<file path="src/rtl/program_loader_pkg.sv">
// program_loader_pkg
//   Shared definitions for the program loader: data/address widths, the
//   instruction-memory depth, the loader FSM state type and the width of the
//   internal byte counter.
package program_loader_pkg;

  localparam int unsigned DATA_W    = 8;
  localparam int unsigned ADDR_W    = 8;
  localparam int unsigned MEM_DEPTH = 256;

  // One extra bit over the address so a 256-byte load can count to 256
  // without wrapping back to zero.
  localparam int unsigned CNT_W = ADDR_W + 1;

  typedef enum logic [2:0] {
    S_IDLE  = 3'd0,
    S_LEN   = 3'd1,
    S_DATA  = 3'd2,
    S_CHECK = 3'd3,
    S_DONE  = 3'd4,
    S_ERROR = 3'd5
  } state_t;

endpackage

</file>
<file path="src/rtl/program_loader.sv">
// program_loader
//   Receives a byte stream (length, payload, checksum) and writes the payload
//   into instruction memory, holding the CPU in reset while memory is being
//   written or holds an image that failed its checksum.
//
// Ports
//   clk       in   system clock, rising edge
//   reset     in   synchronous active-high reset
//   start     in   begin a load (honoured in IDLE or ERROR only)
//   in_valid  in   in_data valid this cycle
//   in_data   in   stream byte: length (0 = 256), payload, checksum
//   in_ready  out  loader accepts a byte (function of state only)
//   mem_we    out  memory write strobe, one cycle after each payload handshake
//   mem_addr  out  memory write address
//   mem_data  out  memory write data
//   cpu_hold  out  CPU held in reset (LEN, DATA, CHECK, ERROR)
//   busy      out  load in progress (LEN, DATA, CHECK)
//   done      out  one-cycle pulse on a successful load
//   error     out  checksum failure, held until the next start or reset
module program_loader
  import program_loader_pkg::*;
(
  input  logic              clk,
  input  logic              reset,
  input  logic              start,
  input  logic              in_valid,
  input  logic [DATA_W-1:0] in_data,
  output logic              in_ready,
  output logic              mem_we,
  output logic [ADDR_W-1:0] mem_addr,
  output logic [DATA_W-1:0] mem_data,
  output logic              cpu_hold,
  output logic              busy,
  output logic              done,
  output logic              error
);

  state_t            state;
  logic [CNT_W-1:0]  count;
  logic [CNT_W-1:0]  len;
  logic [DATA_W-1:0] sum;

  logic              hs;
  logic [CNT_W-1:0]  count_next;
  logic [DATA_W-1:0] sum_next;

  always_comb begin
    busy       = (state == S_LEN) || (state == S_DATA) || (state == S_CHECK);
    in_ready   = busy;
    cpu_hold   = busy || (state == S_ERROR);
    done       = (state == S_DONE);
    error      = (state == S_ERROR);
    hs         = in_valid && in_ready;
    count_next = count + 1'b1;
    sum_next   = sum + in_data;
  end

  always_ff @(posedge clk) begin
    if (reset) begin
      state    <= S_IDLE;
      mem_we   <= 1'b0;
      mem_addr <= '0;
      mem_data <= '0;
      count    <= '0;
      len      <= '0;
      sum      <= '0;
    end else begin
      mem_we <= 1'b0;
      case (state)
        S_IDLE: begin
          if (start) state <= S_LEN;
        end
        S_LEN: begin
          if (hs) begin
            // A length byte of zero encodes a full 256-byte image.
            len   <= (in_data == '0) ? CNT_W'(MEM_DEPTH) : {1'b0, in_data};
            count <= '0;
            sum   <= '0;
            state <= S_DATA;
          end
        end
        S_DATA: begin
          if (hs) begin
            mem_we   <= 1'b1;
            mem_addr <= count[ADDR_W-1:0];
            mem_data <= in_data;
            sum      <= sum_next;
            count    <= count_next;
            if (count_next == len) state <= S_CHECK;
          end
        end
        S_CHECK: begin
          if (hs) state <= (sum_next == '0) ? S_DONE : S_ERROR;
        end
        S_DONE: begin
          state <= S_IDLE;
        end
        S_ERROR: begin
          if (start) state <= S_LEN;
        end
        default: begin
          state <= S_IDLE;
        end
      endcase
    end
  end

endmodule

</file>
<file path="config.mk">
export PLATFORM = sky130hd
export DESIGN_NAME = program_loader
export DESIGN_NICKNAME = d
export VERILOG_FILES = /design/src/rtl/program_loader_pkg.sv /design/src/rtl/program_loader.sv
export SDC_FILE = /design/constraint.sdc
export NUM_CORES = 1
export LEC_CHECK = 0
export CAP_MARGIN = 30
export CELL_PAD_IN_SITES_DETAIL_PLACEMENT = 1
export CELL_PAD_IN_SITES_GLOBAL_PLACEMENT = 1
export CORE_UTILIZATION = 40
export DETAILED_ROUTE_END_ITERATION = 12
export PLACE_DENSITY_LB_ADDON = 0.1
export REMOVE_ABC_BUFFERS = 1
export SETUP_SLACK_MARGIN = 0.4
export SLEW_MARGIN = 20
export SYNTH_ARGS = -nofsm -noshare
export SYNTH_HDL_FRONTEND = slang
export SYNTH_SLANG_ARGS = --single-unit
</file>
<file path="constraint.sdc">
create_clock -name clk -period 3.2 [get_ports clk]
set_input_delay 0.8 -clock clk [delete_from_list [all_inputs] [get_ports clk]]
set_output_delay 0.8 -clock clk [all_outputs]
set_load 0.02 [all_outputs]
</file>
# After elaboration in Yosys (flattened, before gate mapping)
# Cells that the tools add are included.
# classes
mux,15
n_eq_ne,11
add_sub_neg,2
reduce_logical,14
n_bitwise,1
# ops
operator,n
2-to-1 mux 9 bit,3
case mux 9 bit (2 select lines),1
logical NOT 8 bit,2
2-to-1 mux 8 bit,2
case mux 8 bit (2 select lines),1
2-to-1 mux 3 bit,5
case mux 3 bit (4 select lines),1
adder 9 x 1 -> 9 bit (second input constant),1
equality test 9 bit,1
adder 8 bit,1
equality test 3 x 2 -> 1 bit (second input constant),2
equality test 3 bit (second input constant),2
inequality test 2 bit (second input constant),3
AND reduction 5 bit,1
inequality test 2 x 1 -> 1 bit (second input constant),2
AND reduction 2 bit,2
OR reduction 2 bit,2
equality test 3 x 1 -> 1 bit (second input constant),1
logical NOT 3 bit,1
logical OR 1 bit,3
AND reduction 3 bit,1
2-to-1 mux 1 bit,2
nonzero test 2 bit,1
logical AND 1 bit,1
inverter 1 bit,1
# word_totals
elab_cells,50
out_inout_bits,22
regBits,46

# Depth between registers and ports, before layout
# Gate-level depths: netlist of the first run.
# logic_depth
depth_word,6
depth_mapped,8

# Least setup slack after synthesis of the first run
# OpenSTA, ideal clock, no wires.
# synth_path
path_kind,input port to flip-flop
start,input in_data[0]
end,register state[0]
slack_ns,0.600
required_ns,3.074
arrival_ns,2.474
path_stages,8
n_path_buf,0
setup_time_ns,0.126
path_cell_list,ha_1 > fa_1 > a211oi_1 > nor2_1 > xor2_1 > or3_1 > nor4_1 > nor3_1
# synth_between
elab_chain_cells,5
# synth_lines
element,line_no,source
"start, declared",program_loader.sv:27,"input logic [DATA_W-1:0] in_data,"
adder 8 bit,program_loader.sv:55,sum_next = sum + in_data;
logical NOT 8 bit,program_loader.sv:93,if (hs) state <= (sum_next == '0) ? S_DONE : S_ERROR;
2-to-1 mux 1 bit,program_loader.sv:93,
2-to-1 mux 3 bit,program_loader.sv:93,
case mux 3 bit (4 select lines),program_loader.sv:69,case (state)
"end signal, assigned",program_loader.sv:93,
"end, declared",program_loader.sv:38,state_t state;
# Every way passes these cells. The select of a mux whose other input is x is not followed.
# A chain may end at the register's enable or synchronous reset.

# Worst setup path in the final report of the first run
# layout_path
start,input in_data[2]
end,register sum[7]
# layout_between
elab_chain_cells,3
# layout_lines
element,line_no,source
adder 8 bit,program_loader.sv:55,
2-to-1 mux 8 bit,program_loader.sv:83,if (hs) begin
case mux 8 bit (2 select lines),program_loader.sv:69,
"end signal, assigned",program_loader.sv:87,sum <= sum_next;
"end, declared",program_loader.sv:41,logic [DATA_W-1:0] sum;
# Every way passes these cells. The select of a mux whose other input is x is not followed.

==> impl_metrics.tcl, run 1 <==
set metrics [dict create \
    synth_area_leaders "dfxtp_1, nand2_1, a21oi_1" \
    finalHoldViolations 0 \
    worstHoldPathType "register to register" \
    synth_simple_gate_area_share_pct 22.9 \
    setup_ws_ps 470 \
    fp.dieArea_mm2 0.00597 \
    pre_cts_ws_ps -33.5 \
    syn_inst 277 \
    synth-compound-area-share_pct 18.9 \
    place_inst 379 \
    ys_async_sr_fraction_pct 0 \
    yosys.area.top_type "dfxtp_1" \
    final_util_pct 52.5 \
    crit_type "input pin to register" \
    antenna_left 0 \
    avgSynthCellArea_um2 8.18 \
    timing.hold.ws_ps 459 \
    drt_iter0_drc 62 \
    wl_um 6130 \
    n_antenna_cell 0 \
    cts_buffers 5 \
    clock_sinks 46 \
    swShare_pct 27.5 \
    crit_chain "clkdlybuf4s50_1 -> ha_1 -> and3_1 -> a221o_1 -> o41ai_2 -> xnor2_1 -> buf_4 -> a22o_1" \
    setup_viol 0 \
    netlist.area_leader.share_pct 40.6 \
    start_util_pct 41.4 \
    pwr_density_cell_mw_per_mm2 436 \
    place_congestion 0.871 \
    cellLeakagePower_nw 1.07 \
    hp-start "mem_addr[0]" \
    holdPathStages 2 \
    power_frac_comb_pct 15.4 \
    r2r_start "sum[0]" \
    cpMaxStageDelayCell "clkdlybuf4s50_1" \
    synth_enable_flop_cells 0 \
    fmax_ghz 0.366 \
    status "finished clean" \
    yosysMostFrequentCell "nand2_1" \
    ios 34 \
    vias 2064 \
    area_growth_pct 26.9 \
    min_period_over_period_pct 85.3 \
    netlist_area_mm2 0.00227 \
    cts_buffer_depth 2 \
    cts-root-buf "clkbuf_8" \
    first_global_vias 2096 \
    end_kind "register" \
    timing.rr.end "state[0]" \
    numPortBuffers 33 \
    drv_slew 0 \
    fin_cells 388 \
    period_needed_ps 2730 \
    synth-seq-cells 46 \
    clkPwrFrac_pct 36.2 \
    crit_path_start_kind "input pin" \
    synth_xor_area_share_pct 8.12 \
    grt_overflow 0 \
    synth_flop_cell "dfxtp_1" \
    rsz0062_at_grt "false" \
    synthMuxAreaShare_pct 0 \
    cts_hold_buf 0 \
    wire_per_inst_um 15.8 \
    via_per_inst 5.32 \
    layout-drive-gt1-share_pct 11.7 \
    r2r_cells 8 \
    n_fill_cell 675 \
    worstMarginPinSlew_ps 471 \
    synth_top_family_by_area "simple AND/OR/NAND/NOR gates" \
    intPower_mw 0.908 \
    clock_latency_ps 310 \
    reg2reg_slack_ps 940 \
    ys_types 44 \
    clock_skew_ps 6.49 \
    hpwl_um 4410 \
    p_seq_share_pct 48.4 \
    grt_use_total_pct 21.9 \
    crit_fanout 4 \
    nets 336 \
    drc 0 \
    num_rows 27 \
    ys_seq_area_share_pct 40.6 \
    yosys_warnings 0 \
    critPathRequiredTime_ps 3400 \
    die_w_um 77.3 \
    grt_max_degree 19 \
    htree_num_levels 2 \
    cts_tree "yes" \
    antenna_found_initial 0 \
    min_to "mem_addr[0]" \
    slowest_delay_ps 420 \
    fin_tns_setup_ps 0 \
    core-area_mm2 0.00547 \
    max-vdd-ir-drop_v 0.000167 \
    arrival_ps 2930 \
    postPlaceCellArea_mm2 0.00271 \
    dr.pass1.iters 4 \
    fin_area_mm2 0.00288 \
    power_switching_mw 0.345 \
    slew_headroom_pct 68.2 \
    cap_violations 0 \
    totalPowerFinal_mw 1.25 \
    synth_common_cells "nand2_1, dfxtp_1, a21oi_1" \
    grt_pass1_wl_um 10100 \
    chipHeight_um 77.3 \
    synthAdderAreaFrac_pct 5.30 \
    clkTransAtPathRegs_ps 90 \
]
cell families (layout without fill, tap and decap cells):
group | after synthesis | in the layout
compound gates | 71 | 71
xor+xnor | 21 | 21
fa+ha+maj | 9 | 9
buf+inv | 19 | 58
flops | 46 | 46
simple gates | 111 | 111
sequential cells by signal, summed over array words and instances (netlist names):
name / flops
count: 9
len: 9
mem_addr: 8
mem_data: 8
mem_we: 1
state: 3
sum: 8
worst max path at each step:
stage                     startpoint       end  slack [ps]  depth (start not counted)
after detailed placement  in_data[0]  state[0]         -30                          9
final                     in_data[2]    sum[7]         470                          8
after floorplan           in_data[0]  state[0]         600                          8
after global placement    in_data[0]  state[0]           3                          9
after CTS                 in_data[0]  state[0]         410                          9
after global routing      in_data[2]    sum[7]         390                          8
layout by cell type, fill, tap and decap left out, drive strengths merged, types with 2 or more instances in the layout:
master          n
nand2          57
dfxtp          46
a21oi          36
clkdlybuf4s50  31
nor2           19
o21ai          15
buf            14
xnor2          13
a22o            9
xor2            8
ha              8
nor3            7
and3            5
clkbuf          5
nand3           4
nor4            4
nand2b          3
inv             3
or3             2
a21o            2
o31ai           2
clkinvlp        2
dlymetal6s2s    2
and4            2
final cells by class:
| cell class | instances | area, µm² | area share (%) |
|---|---|---|---|
| tap | 72 | 90.1 | 3.13 |
| clock buffer | 5 | 68.8 | 2.39 |
| inverter | 3 | 11.3 | 0.392 |
| multi-input combinational | 212 | 1300 | 45.2 |
| timing repair buffer | 47 | 440 | 15.3 |
| sequential | 46 | 921 | 32.0 |
| clock inverter | 3 | 45.0 | 1.57 |
critical path, delay by kind of cell:
kind                       cells  cell delay, ps
xor gates and xnor gates       1             150
buffers and inverters          2             570
adders and majority gates      1             400
and+or+nand+nor                1             180
AOI/OAI and AO/OA              3             820
repair_timing:
item | in CTS | in global routing
gates resized for setup | 3 | 6
pin swaps | 0 | 10
setup buffers | 0 | 1
setup endpoints to repair | 1 | 1
power groups by stage:
stage	Clock, mW	Sequential (mW)	Combinational, mW
global route	0.482	0.610	0.211
CTS	0.463	0.607	0.190
floorplan	0	0.619	0.0934
global placement	0	0.620	0.183
detailed placement	0	0.620	0.187
finish	0.454	0.607	0.193
layer usage:
| metal | track usage (%) | share of wire, % | vias up |
|---|---|---|---|
| met5 | 0 | 0 | - |
| met4 | 7.17 | 0.90 | 0 |
| met3 | 4.52 | 2.4 | 4 |
| met2 | 40.1 | 52 | 27 |
| met1 | 25.0 | 45 | 1000 |
| li1 | - | - | 1033 |
Note: power is estimated with default switching activity, not from simulation.
==> run 2, diff against run 1 <==
- CELL_PAD_IN_SITES_DETAIL_PLACEMENT: 1 -> default
- CELL_PAD_IN_SITES_GLOBAL_PLACEMENT: 1 -> default
- CORE_UTILIZATION: 40 -> 53
- PLACE_DENSITY: default -> 0.78
- PLACE_DENSITY_LB_ADDON: 0.1 -> default
==> impl_metrics.tcl, run 2 (same netlist as run 1, synthesis figures left out) <==
set metrics [dict create \
    status "finished clean" \
    grt_overflow 0 \
    cts_buffers 5 \
    n_antenna_cell 0 \
    numPortBuffers 33 \
    grt_use_total_pct 25.6 \
    pwr_density_cell_mw_per_mm2 427 \
    drc 0 \
    arrival_ps 2890 \
    cts_tree "yes" \
    crit_path_start_kind "input pin" \
    cts_buffer_depth 2 \
    cap_violations 0 \
    timing.rr.end "state[0]" \
    clock_skew_ps 5.46 \
    fin_tns_setup_ps 0 \
    chipHeight_um 67.4 \
    start_util_pct 55.8 \
    drv_slew 0 \
    fin_cells 364 \
    place_congestion 0.915 \
    fp.dieArea_mm2 0.00454 \
    htree_num_levels 2 \
    crit_type "input pin to register" \
    worstHoldPathType "register to register" \
    crit_chain "dlygate4sd2_1 -> ha_1 -> a21o_1 -> a221o_1 -> o41ai_4 -> xnor2_2 -> nor4_4 -> nor3_1" \
    end_kind "register" \
    grt_max_degree 19 \
    worstMarginPinSlew_ps 608 \
    final_common_cell "nand2_1" \
    num_rows 23 \
    hpwl_um 3660 \
    holdPathStages 2 \
    wl_um 5530 \
    clock_sinks 46 \
    reg_top3 "count (9), len (9)" \
    reg2reg_slack_ps 940 \
    slew_headroom_pct 59.2 \
    nets 334 \
    min_to "mem_addr[6]" \
    antenna_left 0 \
    fin_area_mm2 0.00288 \
    first_global_vias 1815 \
    grt_pass1_wl_um 8470 \
    clkTransAtPathRegs_ps 80 \
    cellLeakagePower_nw 1.09 \
    r2r_start "sum[0]" \
    finalHoldViolations 0 \
    cts_hold_buf 0 \
    clock_latency_ps 300 \
    hp-start "mem_addr[6]" \
    period_needed_ps 2700 \
    postPlaceCellArea_mm2 0.00267 \
    r2r_cells 9 \
    slowest_delay_ps 370 \
    totalPowerFinal_mw 1.23 \
    vias 2082 \
    cts-root-buf "clkbuf_8" \
    antenna_found_initial 0 \
    min_period_over_period_pct 84.3 \
    layout-drive-gt1-share_pct 11.8 \
    dr.pass1.iters 4 \
    area_growth_pct 27.2 \
    wire_per_inst_um 15.2 \
    core-area_mm2 0.00406 \
    ios 34 \
    critPathRequiredTime_ps 3390 \
    die_w_um 67.4 \
    place_inst 355 \
    cpMaxStageDelayCell "a221o_1" \
    fmax_ghz 0.371 \
    most-common-layout-cells "nand2_1, dfxtp_1, a21oi_1, clkdlybuf4s50_1, nor2_1" \
    setup_viol 0 \
    rsz0062_at_grt "false" \
    drt_iter0_drc 134 \
    crit_fanout 5 \
    via_per_inst 5.72 \
    max-vdd-ir-drop_v 0.000307 \
]
run 2: changes by cell type in the layout (fill, tap and decap cells not counted), sizes merged:
cell,before,now
buf,14,12
clkbuf,5,7
clkdlybuf4s50,31,28
clkinvlp,2,0
dlygate4sd2,0,2
dlymetal6s2s,2,3
run 2: repair_timing:
action                                  4_1_cts  5_1_grt
gates resized for setup                       8       11
endpoints found under the setup margin        1        1
pin swaps                                     9        4
gates cloned                                  0        0
setup buffers                                 1        0
run 2: area by class of cell:
cell class / count / area (µm²)
Fill cell: 317 / 1170
Multi-Input combinational cell: 212 / 1360
Inverter: 3 / 11.3
Tap cell: 50 / 62.6
Sequential cell: 46 / 921
Timing Repair Buffer: 45 / 425
Clock buffer: 7 / 76.3
Clock inverter: 1 / 30.0
run 2: worst max path at each step:
stage / startpoint / cells past startpoint / endpoint / slack, ps
final: in_data[1] / 8 / state[0] / 500
after global routing: in_data[1] / 8 / state[0] / 410
after global placement: in_data[0] / 9 / state[0] / -0.6
after CTS: in_data[2] / 8 / state[0] / 470
after floorplan: in_data[0] / 8 / state[0] / 600
after detailed placement: in_data[0] / 9 / state[0] / -20
run 2: metal layers:
metal,part of all wire [%],up-vias,track usage [%]
li1,-,1033,-
met1,42,951,30.6
met2,50,83,42.4
met3,5.2,15,7.60
met4,3.1,0,10.6
met5,0,-,0
run 2: where the power goes:
| part | internal [mW] | leakage (nW) | total, mW | switching [mW] |
|---|---|---|---|---|
| combinational | 0.0878 | 0.662 | 0.195 | 0.107 |
| sequential | 0.587 | 0.372 | 0.607 | 0.0193 |
| clock | 0.234 | 0.0524 | 0.428 | 0.194 |
| total | 0.909 | 1.09 | 1.23 | 0.321 |
run 2: per-stage QoR:
step	util (%)	hold WS, ps	setup slack (ps)
3_3_place_gp	65.7	441	-0.576
5_1_grt	71.0	478	415
3_5_place_dp	65.7	447	-23.6
4_1_cts	69.1	459	469
2_1_floorplan	-	442	600
6_report	71.0	455	503
run 2: worst max-delay path: cells and delay by family:
kind	cells	cell delay, ps
AO/OA/AOI/OAI	3	900
XOR/XNOR	1	150
adder cells (fa/ha/maj)	1	320
buffers and inverters	1	310
AND/OR/NAND/NOR	2	400
